<file path="config.mk">
export PLATFORM = sky130hd
export DESIGN_NAME = serdes_64b66b_rx_block_lock_flat
export DESIGN_NICKNAME = d
export VERILOG_FILES = /design/src/rtl/serdes_64b66b_rx_block_lock_if.sv /design/src/rtl/serdes_64b66b_rx_block_lock.sv /design/src/flat_wrapper.sv
export SDC_FILE = /design/constraint.sdc
export NUM_CORES = 1
export LEC_CHECK = 0
export BUFFER_PORTS_ARGS = -buffer_cell sky130_fd_sc_hd__buf_2
export CORE_UTILIZATION = 50
export DETAILED_ROUTE_END_ITERATION = 6
export PLACE_DENSITY = 0.71
export SYNTH_ARGS = -nofsm -noshare
export SYNTH_HDL_FRONTEND = slang
export SYNTH_SLANG_ARGS = --single-unit
</file>
<file path="constraint.sdc">
create_clock -name pcs_rx_clk -period 6.07 [get_ports pcs_rx_clk]
set_input_delay 1.214 -clock pcs_rx_clk [delete_from_list [all_inputs] [get_ports pcs_rx_clk]]
set_output_delay 1.214 -clock pcs_rx_clk [all_outputs]
set_load 0.01 [all_outputs]
</file>
<file path="src/rtl/serdes_64b66b_rx_block_lock_if.sv">
// serdes_64b66b_rx_block_lock_if: gearbox-facing inputs and decoder/debug-facing outputs of the block-lock controller.
interface serdes_64b66b_rx_block_lock_if;
    logic        lock_en;
    logic [1:0]  rx_header;
    logic        rx_header_valid;
    logic        rx_block_sync;
    logic        rx_slip;
    logic [2:0]  rx_lock_state;
    logic [15:0] rx_slip_cnt;
    logic [7:0]  rx_lock_loss_cnt;
    logic        rx_hi_ber;
    modport master (
        output lock_en, rx_header, rx_header_valid,
        input  rx_block_sync, rx_slip, rx_lock_state, rx_slip_cnt, rx_lock_loss_cnt, rx_hi_ber
    );
    modport slave (
        input  lock_en, rx_header, rx_header_valid,
        output rx_block_sync, rx_slip, rx_lock_state, rx_slip_cnt, rx_lock_loss_cnt, rx_hi_ber
    );
endinterface

</file>
<file path="src/rtl/serdes_64b66b_rx_block_lock.sv">
// serdes_64b66b_rx_block_lock: 64B/66B sync-header block lock with gearbox bitslip control.
// Define SERDES_RX_HI_BER_EN to add the 125000-clock high-BER monitor on rx_hi_ber.
module serdes_64b66b_rx_block_lock #(
    parameter int P_SH_CNT_MAX     = 64,
    parameter int P_SH_INVALID_MAX = 16,
    parameter int P_SLIP_WAIT      = 32
) (
    input logic                          pcs_rx_clk,
    input logic                          pcs_rx_rst_n,
    serdes_64b66b_rx_block_lock_if.slave lnk
);
    typedef enum logic [2:0] {
        LOCK_INIT = 3'd0,
        RESET_CNT = 3'd1,
        TEST_SH   = 3'd2,
        GOOD_64   = 3'd3,
        SLIP      = 3'd4,
        SLIP_WAIT = 3'd5
    } state_t;
    localparam logic [6:0] SH_MAX   = 7'(P_SH_CNT_MAX);
    localparam logic [4:0] INV_MAX  = 5'(P_SH_INVALID_MAX);
    localparam logic [7:0] WAIT_MAX = 8'(P_SLIP_WAIT);
    state_t     state, state_nxt;
    logic [6:0] sh_cnt, sh_cnt_nxt;
    logic [4:0] sh_inv_cnt, sh_inv_cnt_nxt;
    logic [7:0] wait_cnt, wait_cnt_nxt;
    logic       block_sync_nxt, slip_nxt, hdr_bad;
    assign hdr_bad = lnk.rx_header_valid && (lnk.rx_header[1] == lnk.rx_header[0]);
    always_comb begin
        state_nxt      = state;
        sh_cnt_nxt     = sh_cnt;
        sh_inv_cnt_nxt = sh_inv_cnt;
        wait_cnt_nxt   = wait_cnt;
        block_sync_nxt = lnk.rx_block_sync;
        case (state)
            LOCK_INIT: begin
                block_sync_nxt = 1'b0;
                state_nxt      = RESET_CNT;
            end
            RESET_CNT: begin
                sh_cnt_nxt     = '0;
                sh_inv_cnt_nxt = '0;
                state_nxt      = TEST_SH;
            end
            TEST_SH: if (lnk.rx_header_valid) begin
                sh_cnt_nxt     = sh_cnt + 7'd1;
                sh_inv_cnt_nxt = sh_inv_cnt + {4'd0, hdr_bad};
                // invalid-threshold slip outranks a coincident window end
                if (!lnk.rx_block_sync)
                    state_nxt = hdr_bad ? SLIP : (sh_cnt_nxt == SH_MAX ? GOOD_64 : TEST_SH);
                else
                    state_nxt = sh_inv_cnt_nxt == INV_MAX ? SLIP : (sh_cnt_nxt == SH_MAX ? RESET_CNT : TEST_SH);
            end
            GOOD_64: begin
                block_sync_nxt = 1'b1;
                state_nxt      = RESET_CNT;
            end
            SLIP: begin
                block_sync_nxt = 1'b0;
                wait_cnt_nxt   = WAIT_MAX;
                state_nxt      = SLIP_WAIT;
            end
            SLIP_WAIT: begin
                wait_cnt_nxt = wait_cnt - 8'd1;
                state_nxt    = wait_cnt_nxt == 8'd0 ? RESET_CNT : SLIP_WAIT;
            end
            default: state_nxt = LOCK_INIT;
        endcase
        if (!lnk.lock_en) begin
            state_nxt      = LOCK_INIT;
            block_sync_nxt = 1'b0;
        end
    end
    assign slip_nxt = lnk.lock_en && state == SLIP;
    always_ff @(posedge pcs_rx_clk) begin
        if (!pcs_rx_rst_n) begin
            state                <= LOCK_INIT;
            sh_cnt               <= '0;
            sh_inv_cnt           <= '0;
            wait_cnt             <= '0;
            lnk.rx_block_sync    <= 1'b0;
            lnk.rx_slip          <= 1'b0;
            lnk.rx_slip_cnt      <= '0;
            lnk.rx_lock_loss_cnt <= '0;
        end else begin
            state             <= state_nxt;
            sh_cnt            <= sh_cnt_nxt;
            sh_inv_cnt        <= sh_inv_cnt_nxt;
            wait_cnt          <= wait_cnt_nxt;
            lnk.rx_block_sync <= block_sync_nxt;
            lnk.rx_slip       <= slip_nxt;
            if (slip_nxt && lnk.rx_slip_cnt != 16'hFFFF)
                lnk.rx_slip_cnt <= lnk.rx_slip_cnt + 16'd1;
            if (lnk.rx_block_sync && !block_sync_nxt && lnk.rx_lock_loss_cnt != 8'hFF)
                lnk.rx_lock_loss_cnt <= lnk.rx_lock_loss_cnt + 8'd1;
        end
    end
    assign lnk.rx_lock_state = state;
`ifdef SERDES_RX_HI_BER_EN
    logic [16:0] ber_timer;
    logic [4:0]  ber_cnt;
    logic        hi_ber, ber_expire;
    assign ber_expire = ber_timer == 17'd124999;
    always_ff @(posedge pcs_rx_clk) begin
        if (!pcs_rx_rst_n || !lnk.rx_block_sync) begin
            ber_timer <= '0;
            ber_cnt   <= '0;
            hi_ber    <= 1'b0;
        end else begin
            ber_timer <= ber_expire ? '0 : ber_timer + 17'd1;
            if (ber_expire) begin
                hi_ber  <= ber_cnt >= 5'd16;
                ber_cnt <= '0;
            end else if (hdr_bad && ber_cnt != 5'd16) begin
                ber_cnt <= ber_cnt + 5'd1;
            end
        end
    end
    assign lnk.rx_hi_ber = hi_ber && lnk.rx_block_sync;
`else
    assign lnk.rx_hi_ber = 1'b0;
`endif
endmodule
</file>
<file path="src/flat_wrapper.sv">
// flat-port wrapper written by rule: the top's interface ports become plain ports
module serdes_64b66b_rx_block_lock_flat 
#(
    parameter int P_SH_CNT_MAX     = 64,
    parameter int P_SH_INVALID_MAX = 16,
    parameter int P_SLIP_WAIT      = 32
)
  (pcs_rx_clk, pcs_rx_rst_n, lnk_lock_en, lnk_rx_header, lnk_rx_header_valid, lnk_rx_block_sync, lnk_rx_slip, lnk_rx_lock_state, lnk_rx_slip_cnt, lnk_rx_lock_loss_cnt, lnk_rx_hi_ber);
  serdes_64b66b_rx_block_lock_if lnk_i ();
  input logic pcs_rx_clk;
  input logic pcs_rx_rst_n;
  input wire logic [$bits(lnk_i.lock_en)-1:0] lnk_lock_en;
  input wire logic [$bits(lnk_i.rx_header)-1:0] lnk_rx_header;
  input wire logic [$bits(lnk_i.rx_header_valid)-1:0] lnk_rx_header_valid;
  output wire logic [$bits(lnk_i.rx_block_sync)-1:0] lnk_rx_block_sync;
  output wire logic [$bits(lnk_i.rx_slip)-1:0] lnk_rx_slip;
  output wire logic [$bits(lnk_i.rx_lock_state)-1:0] lnk_rx_lock_state;
  output wire logic [$bits(lnk_i.rx_slip_cnt)-1:0] lnk_rx_slip_cnt;
  output wire logic [$bits(lnk_i.rx_lock_loss_cnt)-1:0] lnk_rx_lock_loss_cnt;
  output wire logic [$bits(lnk_i.rx_hi_ber)-1:0] lnk_rx_hi_ber;
  assign lnk_i.lock_en = lnk_lock_en;
  assign lnk_i.rx_header = lnk_rx_header;
  assign lnk_i.rx_header_valid = lnk_rx_header_valid;
  assign lnk_rx_block_sync = lnk_i.rx_block_sync;
  assign lnk_rx_slip = lnk_i.rx_slip;
  assign lnk_rx_lock_state = lnk_i.rx_lock_state;
  assign lnk_rx_slip_cnt = lnk_i.rx_slip_cnt;
  assign lnk_rx_lock_loss_cnt = lnk_i.rx_lock_loss_cnt;
  assign lnk_rx_hi_ber = lnk_i.rx_hi_ber;
  serdes_64b66b_rx_block_lock #(.P_SH_CNT_MAX(P_SH_CNT_MAX), .P_SH_INVALID_MAX(P_SH_INVALID_MAX), .P_SLIP_WAIT(P_SLIP_WAIT)) u_core (.pcs_rx_clk(pcs_rx_clk), .pcs_rx_rst_n(pcs_rx_rst_n), .lnk(lnk_i));
endmodule
</file>
After elaboration in Yosys (flattened, before gate mapping)
Cells that the tools add are included.
{"block": "classes", "add_sub_neg": 5, "n_mul": 0, "n_div": 0, "order_cmp": 0, "n_eq_ne": 11, "shifts": 0, "muxes": 15, "bitwise": 0, "reduce_logical": 14}
{"cell": "$add A16 B1 Y16 const B", "count": 1}
{"cell": "$ne A16 B16 Y1 const B", "count": 1}
{"cell": "$pmux W8 S2", "count": 1}
{"cell": "$mux W3", "count": 5}
{"cell": "$pmux W3 S5", "count": 1}
{"cell": "$pmux W7 S2", "count": 1}
{"cell": "$pmux W5 S2", "count": 1}
{"cell": "$add A8 B1 Y8 const B", "count": 1}
{"cell": "$logic_not A8 Y1", "count": 1}
{"cell": "$ne A8 B8 Y1 const B", "count": 1}
{"cell": "$sub A8 B1 Y8 const B", "count": 1}
{"cell": "$add A7 B1 Y7 const B", "count": 1}
{"cell": "$eq A7 B7 Y1 const B", "count": 1}
{"cell": "$mux W7", "count": 1}
{"cell": "$eq A3 B2 Y1 const B", "count": 2}
{"cell": "$eq A3 B3 Y1 const B", "count": 2}
{"cell": "$add A5 B1 Y5", "count": 1}
{"cell": "$eq A5 B5 Y1 const B", "count": 1}
{"cell": "$logic_and A1 B1 Y1", "count": 5}
{"cell": "$mux W5", "count": 1}
{"cell": "$reduce_and A2 Y1", "count": 2}
{"cell": "$reduce_bool A2 Y1", "count": 2}
{"cell": "$reduce_or A2 Y1", "count": 2}
{"cell": "$eq A3 B1 Y1 const B", "count": 1}
{"cell": "7 further kinds", "count": 8}
{"block": "word_totals", "reg_bits": 49, "latch_bits": 0, "mem_bits_rw": 0, "mem_bits_ro": 0, "out_inout_bits": 30, "memories": 0}

Longest topological paths before layout
Gate-level depths: netlist of the first run.
{"block": "logic_depth", "depth_word": 8, "depth_mapped": 9, "mapped_depth_nobuf": 9}

Least setup slack after synthesis of the first run
Ideal clock, no wire load.
{"block": "synth_path", "path_kind": "input to register", "start": "in lnk_rx_header[1]", "end": "reg u_core.state[1], in the netlist u_core.lnk.rx_lock_state[1]", "setup_ps": 130, "t_arrival_ps": 3024, "required_time_ps": 5940, "setup_slack_ps": 2916, "path_stages": 9, "path_buffers": 0, "path_cell_list": "xnor2_1 -> nand2_1 -> inv_1 -> ha_1 -> ha_1 -> xor2_1 -> or4b_2 -> o32ai_1 -> o21ai_0"}
{"block": "synth_between", "elab_chain_len": 8}
{"item": "from (decl)", "line_no": "flat_wrapper.sv:13", "source": "input wire logic [$bits(lnk_i.rx_header)-1:0] lnk_rx_header;"}
{"item": "$eq A1 B1 Y1 *", "line_no": "serdes_64b66b_rx_block_lock.sv:28", "source": "assign hdr_bad = lnk.rx_header_valid && (lnk.rx_header[1] == lnk.rx_header[0]);"}
{"item": "$logic_and A1 B1 Y1 *", "line_no": "serdes_64b66b_rx_block_lock.sv:28"}
{"item": "$add A5 B1 Y5", "line_no": "serdes_64b66b_rx_block_lock.sv:47", "source": "sh_inv_cnt_nxt = sh_inv_cnt + {4'd0, hdr_bad};"}
{"item": "$eq A5 B5 Y1", "line_no": "serdes_64b66b_rx_block_lock.sv:52", "source": "state_nxt = sh_inv_cnt_nxt == INV_MAX ? SLIP : (sh_cnt_nxt == SH_MAX ? RESET_CNT : TEST_SH);"}
{"item": "$mux W3", "line_no": "serdes_64b66b_rx_block_lock.sv:52"}
{"item": "$mux W3 *", "line_no": "serdes_64b66b_rx_block_lock.sv:49", "source": "if (!lnk.rx_block_sync)"}
{"item": "$mux W3 *", "line_no": "serdes_64b66b_rx_block_lock.sv:45", "source": "TEST_SH: if (lnk.rx_header_valid) begin"}
{"item": "$pmux W3 S5 *", "line_no": "serdes_64b66b_rx_block_lock.sv:35", "source": "case (state)"}
{"item": "to (signal assigned)", "line_no": "serdes_64b66b_rx_block_lock.sv:86", "source": "state <= state_nxt;"}
{"item": "to (decl)", "line_no": "serdes_64b66b_rx_block_lock.sv:23", "source": "state_t state, state_nxt;"}
Every way passes the cells marked *; elsewhere a longest branch is shown, timed or not. The select of a mux whose other input is x is not followed.
A chain may end at the register's enable or synchronous reset.

Final worst setup path of the first run
{"block": "layout_path", "start": "in lnk_rx_header[0]", "end": "reg u_core.state[1], in the netlist u_core.lnk.rx_lock_state[1]"}
The elaborated chain is that of the path after synthesis.

==> results of run 1 <==
-- path summary, 6_finish.rpt --
path                          startpoint                           to  slack, ns  cells after the start
max                     lnk_rx_header[0]  u_core.lnk.rx_lock_state[1]       2.94                     10
min                 u_core.sh_inv_cnt[0]         u_core.sh_inv_cnt[0]       0.47                      2
max reg2reg  u_core.lnk.rx_lock_state[2]    u_core.lnk.rx_slip_cnt[7]       3.65                      4
min reg2reg         u_core.sh_inv_cnt[0]         u_core.sh_inv_cnt[0]       0.47                      2
-- flip-flops by register name, summed over array words and instances, names as in the netlist --
signal / count
u_core.sh_inv_cnt: 5
u_core.lnk.rx_slip_cnt: 16
u_core.lnk.rx_lock_loss_cnt: 8
u_core.wait_cnt: 8
u_core.sh_cnt: 7
u_core.lnk.rx_slip: 1
u_core.lnk.rx_lock_state: 3
u_core.lnk.rx_block_sync: 1
-- routing by layer --
metal	vias to the layer above	share of wire, %	global-route usage [%]
met5	-	0	0
met4	0	1.1	5.56
li1	1295	-	-
met3	7	3.4	3.57
met1	1193	49	29.9
met2	53	47	36.5
-- layout make-up --
| class | count | area [um^2] | area share [%] |
|---|---|---|---|
| multi-input combinational | 263 | 1620 | 54.1 |
| sequential | 49 | 981 | 32.7 |
| timing repair buffer | 34 | 170 | 5.66 |
| tap | 70 | 87.6 | 2.92 |
| clock buffer | 5 | 68.8 | 2.29 |
| clock inverter | 3 | 46.3 | 1.54 |
| inverter | 7 | 26.3 | 0.875 |
-- cells by family after synthesis --
| kind of cell | after synthesis | share of synthesized area, % |
|---|---|---|
| xor gates and xnor gates | 5 | 1.61 |
| DFF | 49 | 36.1 |
| adders and majority gates | 7 | 3.23 |
| and+or+nand+nor | 151 | 30.8 |
| other | 1 | 0.138 |
| buffers and inverters | 26 | 4.06 |
| AOI/OAI and AO/OA | 89 | 20.3 |
| muxes | 10 | 3.69 |
-- worst min-delay path, stage by stage (launching register included) --
cell     delay, ns
dfxtp_1       0.32
nand2_1       0.05
a21oi_1       0.05
-- through the flow --
step                instances  area [um^2]  util (%)  hold slack, ns  setup slack [ns]
floorplan                 338         2720         -           0.436              2.92
global placement          423         2890      55.9           0.451              2.68
detailed placement        423         2890      55.9           0.458              2.62
CTS                       431         3000      58.1           0.471              2.95
global route              431         3000      58.1           0.495              2.80
finish                    431         3000      58.1           0.471              2.94
-- power groups by stage --
stage / clock network [uW] / logic [uW] / registers (uW)
after CTS: 245 / 25.3 / 326
final: 238 / 25.2 / 326
after floorplan: 0 / 20.1 / 331
after global placement: 0 / 24.9 / 333
after global routing: 256 / 28.4 / 326
after detailed placement: 0 / 25.3 / 333
-- cells in the final DEF (no fill, tap or decap), types with 4 or more instances in the layout --
cell      instances
a21oi_1          33
and2_1            4
buf_2            34
clkbuf_8          5
dfxtp_1          49
ha_1              7
inv_1             7
mux2i_1          10
nand2_1          33
nand2b_1         10
nand3_1          23
nand3b_1          5
nand4_1           6
nor2_1           15
nor2b_1           4
nor3_1           13
nor4_1            7
o21ai_0          22
o31ai_1           7
or3_1             8
or4_1             7
==> impl_metrics.tcl, run 1 <==
set metrics [dict create \
    status "completed" \
    ctsResizeCount 0 \
    cp_common_cell "ha_1" \
    synthCells 338 \
    final_nets 373 \
    numCtsBuffers 5 \
    crit_family "simple AND/OR/NAND/NOR gates" \
    path_cells "buf_2 -> xnor2_1 -> nand2_1 -> inv_1 -> ha_1 -> ha_1 -> xor2_1 -> or4b_2 -> o32ai_1 -> o21ai_0" \
    vias_per_cell 5.91 \
    start_util_pct 52.5 \
    critPathSlowestCell "or4b_2" \
    core_um2 5170 \
    drt_iter0_drc 129 \
    remaining_drc_errors 0 \
    synth_top_area_share_pct 36.1 \
    io_buffers 34 \
    fin_crit_sh_pct 51.6 \
    yosys_warnings 0 \
    synth_area_leaders "dfxtp_1 (36%), a21oi_1 (6.1%), nand2_1 (4.6%)" \
    clkTransAtPathRegs_ns 0.09 \
    die_w_um 75.7 \
    synth_area_um2 2720 \
    yosys_register_bits 49 \
    maxSlewViolCount 0 \
    wl_per_cell_um 13.5 \
    finalWeightedCongestion 0.808 \
    fmax_mhz 319 \
    insertedDiodeCount 0 \
    critical_path_class "in -> reg" \
    path_max_fanout 4 \
    hold_viol 0 \
    nFillCells 485 \
    grt_pass1_wl_um 9780 \
    wl_um 5800 \
    synthFlopType "dfxtp_1" \
    syn_to_final_growth_pct 10.6 \
    p_int_uw 454 \
    timing_worst_slew_pin_value_ns 1.17 \
    hold_class "reg -> reg" \
    ant_nets 0 \
    p_switching_uw 136 \
    critPathBufInv 2 \
    cp_slowest_stage_delay_ns 0.63 \
    hold_buffers 0 \
    rsz0062_at_grt "no" \
    cp_data_required_time_ns 6.25 \
    rows 26 \
    grt_pass1_vias 2139 \
    dpl.hpwl_um 3970 \
    cts_buffer_depth 2 \
    ctsHtreeMaxLevel 2 \
    seq_area_frac_synth_pct 36.1 \
    grt_max_degree 34 \
    arrival_ns 3.32 \
    fin_skew_ns 0.00787 \
    p_per_area_nw_per_um2 196 \
    total_power_uw 589 \
    cts_root_buffer "clkbuf_8" \
    syn_nets 351 \
    clkLatencyLatePin_ns 0.31 \
    ios 36 \
    fin_crit_ns 3.13 \
    overflow 0 \
    max-slew-margin-rel_pct 20.7 \
    setup_viol 0 \
    num_vias 2548 \
    vdd_drop_max_mv 0.133 \
    combinationalPowerShare_pct 4.3 \
    antenna_found_initial 0 \
    synth_area_per_cell_um2 8.03 \
    cts_tree "built" \
    pwr-share-seq_pct 55.3 \
    start_kind "primary input" \
    async_reset_ff_share_pct 0 \
    die_h_um 75.7 \
    setup_tns_ns 0 \
    yosysMostFrequentCell "dfxtp_1" \
    grt_usage_pct 22.0 \
    crit_path_end_kind "flop" \
    clock-sinks 49 \
    drive_above_1_share_pct 13.3 \
    synth.top_cells.by_count "dfxtp_1 (49), a21oi_1 (33), nand2_1 (33)" \
    drt-pass1-iter-count 4 \
    dieArea_um2 5730 \
    max-cap-violations 0 \
    cts_setup_buffers 0 \
    synth_edf_count 0 \
    synthDistinctLibCells 55 \
    yosys.area.top_type "dfxtp_1" \
    p_sw_share_pct 23.0 \
    p_clk_share_pct 40.4 \
    p_leak_uw 0.00111 \
]
(Power assumes the default switching activity.)
==> run 2, diff against run 1 <==
clock period = 3.2 ns   (was 6.07 ns; I/O delays follow)
==> run 2 against run 1 <==
Effect of this change: clock skew increased by 0.0041 ns; sequential share of layout area about the same; via count increased by 1.7%; final cell count increased by 0.70%; power increased by 80%; clock power increased by 65%; global-route usage increased by 0.90 points.
==> impl_metrics.tcl, run 2 (synthesized netlist as in run 1, its figures left out) <==
set metrics [dict create \
    final_nets 376 \
    grt-busiest-layer "met2" \
    p_leak_uw 0.00112 \
    grt_pass1_vias 2226 \
    rsz0062_at_grt "no" \
    hold_viol 0 \
    numCtsBuffers 5 \
    fin_ws_ns 0.643 \
    grt_max_degree 21 \
    place_ws_ns 0.344 \
    clkTransAtPathRegs_ns 0.10 \
    maxSlewViolCount 0 \
    fin_util_pct 58.2 \
    reg_top3 "u_core.lnk.rx_slip_cnt x16, u_core.lnk.rx_lock_loss_cnt x8, u_core.wait_cnt x8" \
    fin_crit_sh_pct 79.9 \
    wl_um 6060 \
    dieArea_um2 5730 \
    dp.cells 426 \
    r2r_start "u_core.lnk.rx_lock_state[2]" \
    grt_usage_pct 22.9 \
    overflow 0 \
    path_max_fanout 4 \
    startpoint "lnk_rx_header[0]" \
    max-cap-violations 0 \
    arrival_ns 2.74 \
    hold_buffers 0 \
    insertedDiodeCount 0 \
    clock-sinks 49 \
    critical_path_class "in -> reg" \
    drive_above_1_share_pct 14.0 \
    hold_class "reg -> reg" \
    final_common_cell "dfxtp_1" \
    total_power_uw 1060 \
    vias_per_cell 5.97 \
    fin_crit_ns 2.56 \
    grt_pass1_wl_um 10100 \
    cts_root_buffer "clkbuf_8" \
    antenna_found_initial 0 \
    cp_data_required_time_ns 3.38 \
    ant_nets 0 \
    io_buffers 34 \
    r2r_slack_ns 0.80 \
    cts_setup_buffers 0 \
    drt-pass1-iter-count 4 \
    rows 26 \
    worstReg2RegEnd "u_core.lnk.rx_slip_cnt[5]" \
    ctsResizeCount 0 \
    instances_no_fill 434 \
    vdd_drop_max_mv 0.177 \
    largest-register "u_core.lnk.rx_slip_cnt" \
    grt.met2_usage_pct 36.7 \
    core_um2 5170 \
    cts_tree "built" \
    crit_path_end_kind "flop" \
    grtUsageMet1_pct 30.7 \
    final_cell_mix "dfxtp_1 (49), buf_2 (34), nand2_1 (33), a21oi_1 (33), nand3_1 (23)" \
    max-slew-margin-rel_pct 39.2 \
    cts_buffer_depth 2 \
    rr_worst_depth 4 \
    dpl.hpwl_um 4210 \
    finalWeightedCongestion 0.799 \
    setup_viol 0 \
    die_h_um 75.7 \
    setup_tns_ns 0 \
    timing_worst_slew_pin_value_ns 0.908 \
    num_vias 2592 \
    largest_register_ffs 16 \
    fmax_mhz 391 \
    drt_iter0_drc 146 \
    syn_to_final_growth_pct 10.8 \
    start_kind "primary input" \
    wl_per_cell_um 14.0 \
    p_per_area_nw_per_um2 353 \
    status "completed" \
    ios 36 \
    clkLatencyLatePin_ns 0.31 \
    ctsHtreeMaxLevel 2 \
    start_util_pct 52.5 \
    remaining_drc_errors 0 \
    fin_skew_ns 0.0119 \
    die_w_um 75.7 \
    cp-endpoint "u_core.lnk.rx_lock_state[1]" \
    grtUsageMet3_pct 5.16 \
]
-- run 2: cell count changes in the layout (fill, tap and decap cells not counted), sizes merged --
| cell | previous run | this run |
|---|---|---|
| clkinv | 1 | 2 |
| clkbuf | 5 | 6 |
| clkinvlp | 1 | 0 |
| bufinv | 1 | 0 |
| buf | 34 | 37 |
-- run 2: final cells by class --
class	instances	area [um^2]
clock buffer	6	82.6
clock inverter	2	13.8
timing repair buffer	37	193
sequential	49	981
inverter	7	26.3
multi-input combinational	263	1620
fill	501	2160
tap	70	87.6
-- run 2: worst min path at each step --
stage	from	endpoint	slack, ns	cells after the start
5_1_grt	u_core.sh_inv_cnt[0]	u_core.sh_inv_cnt[0]	0.50	2
3_3_place_gp	u_core.sh_inv_cnt[0]	u_core.sh_inv_cnt[0]	0.45	2
6_report	u_core.sh_inv_cnt[0]	u_core.sh_inv_cnt[0]	0.48	2
4_1_cts	u_core.sh_inv_cnt[0]	u_core.sh_inv_cnt[0]	0.47	2
2_1_floorplan	u_core.sh_inv_cnt[0]	u_core.sh_inv_cnt[0]	0.44	2
3_5_place_dp	u_core.sh_inv_cnt[0]	u_core.sh_inv_cnt[0]	0.46	2
-- run 2: worst max-delay path, stage by stage --
cell	delay, ns
buf_2	0.10
xnor2_1	0.11
nand2_1	0.11
inv_1	0.06
ha_1	0.19
ha_1	0.24
xor2_1	0.16
or4b_2	0.63
o32ai_1	0.36
o21ai_0	0.15
-- run 2: through the flow --
step                area [um^2]  hold WS [ns]
floorplan                  2720         0.436
global placement           2910         0.451
detailed placement         2910         0.461
CTS                        3010         0.474
global route               3010         0.504
finish                     3010         0.477
-- run 2: report_power, final --
group	total, uW	internal [uW]	switching [uW]
registers	618	611	7.03
logic	49.5	17.2	32.3
clock network	393	176	218
total	1060	804	257
-- run 2: metal layers --
layer  routed length [um]  vias up
met3                  177        7
met2                 2810       42
met4                   70        0
met5                    0        -
li1                     -     1314
met1                 3000     1229
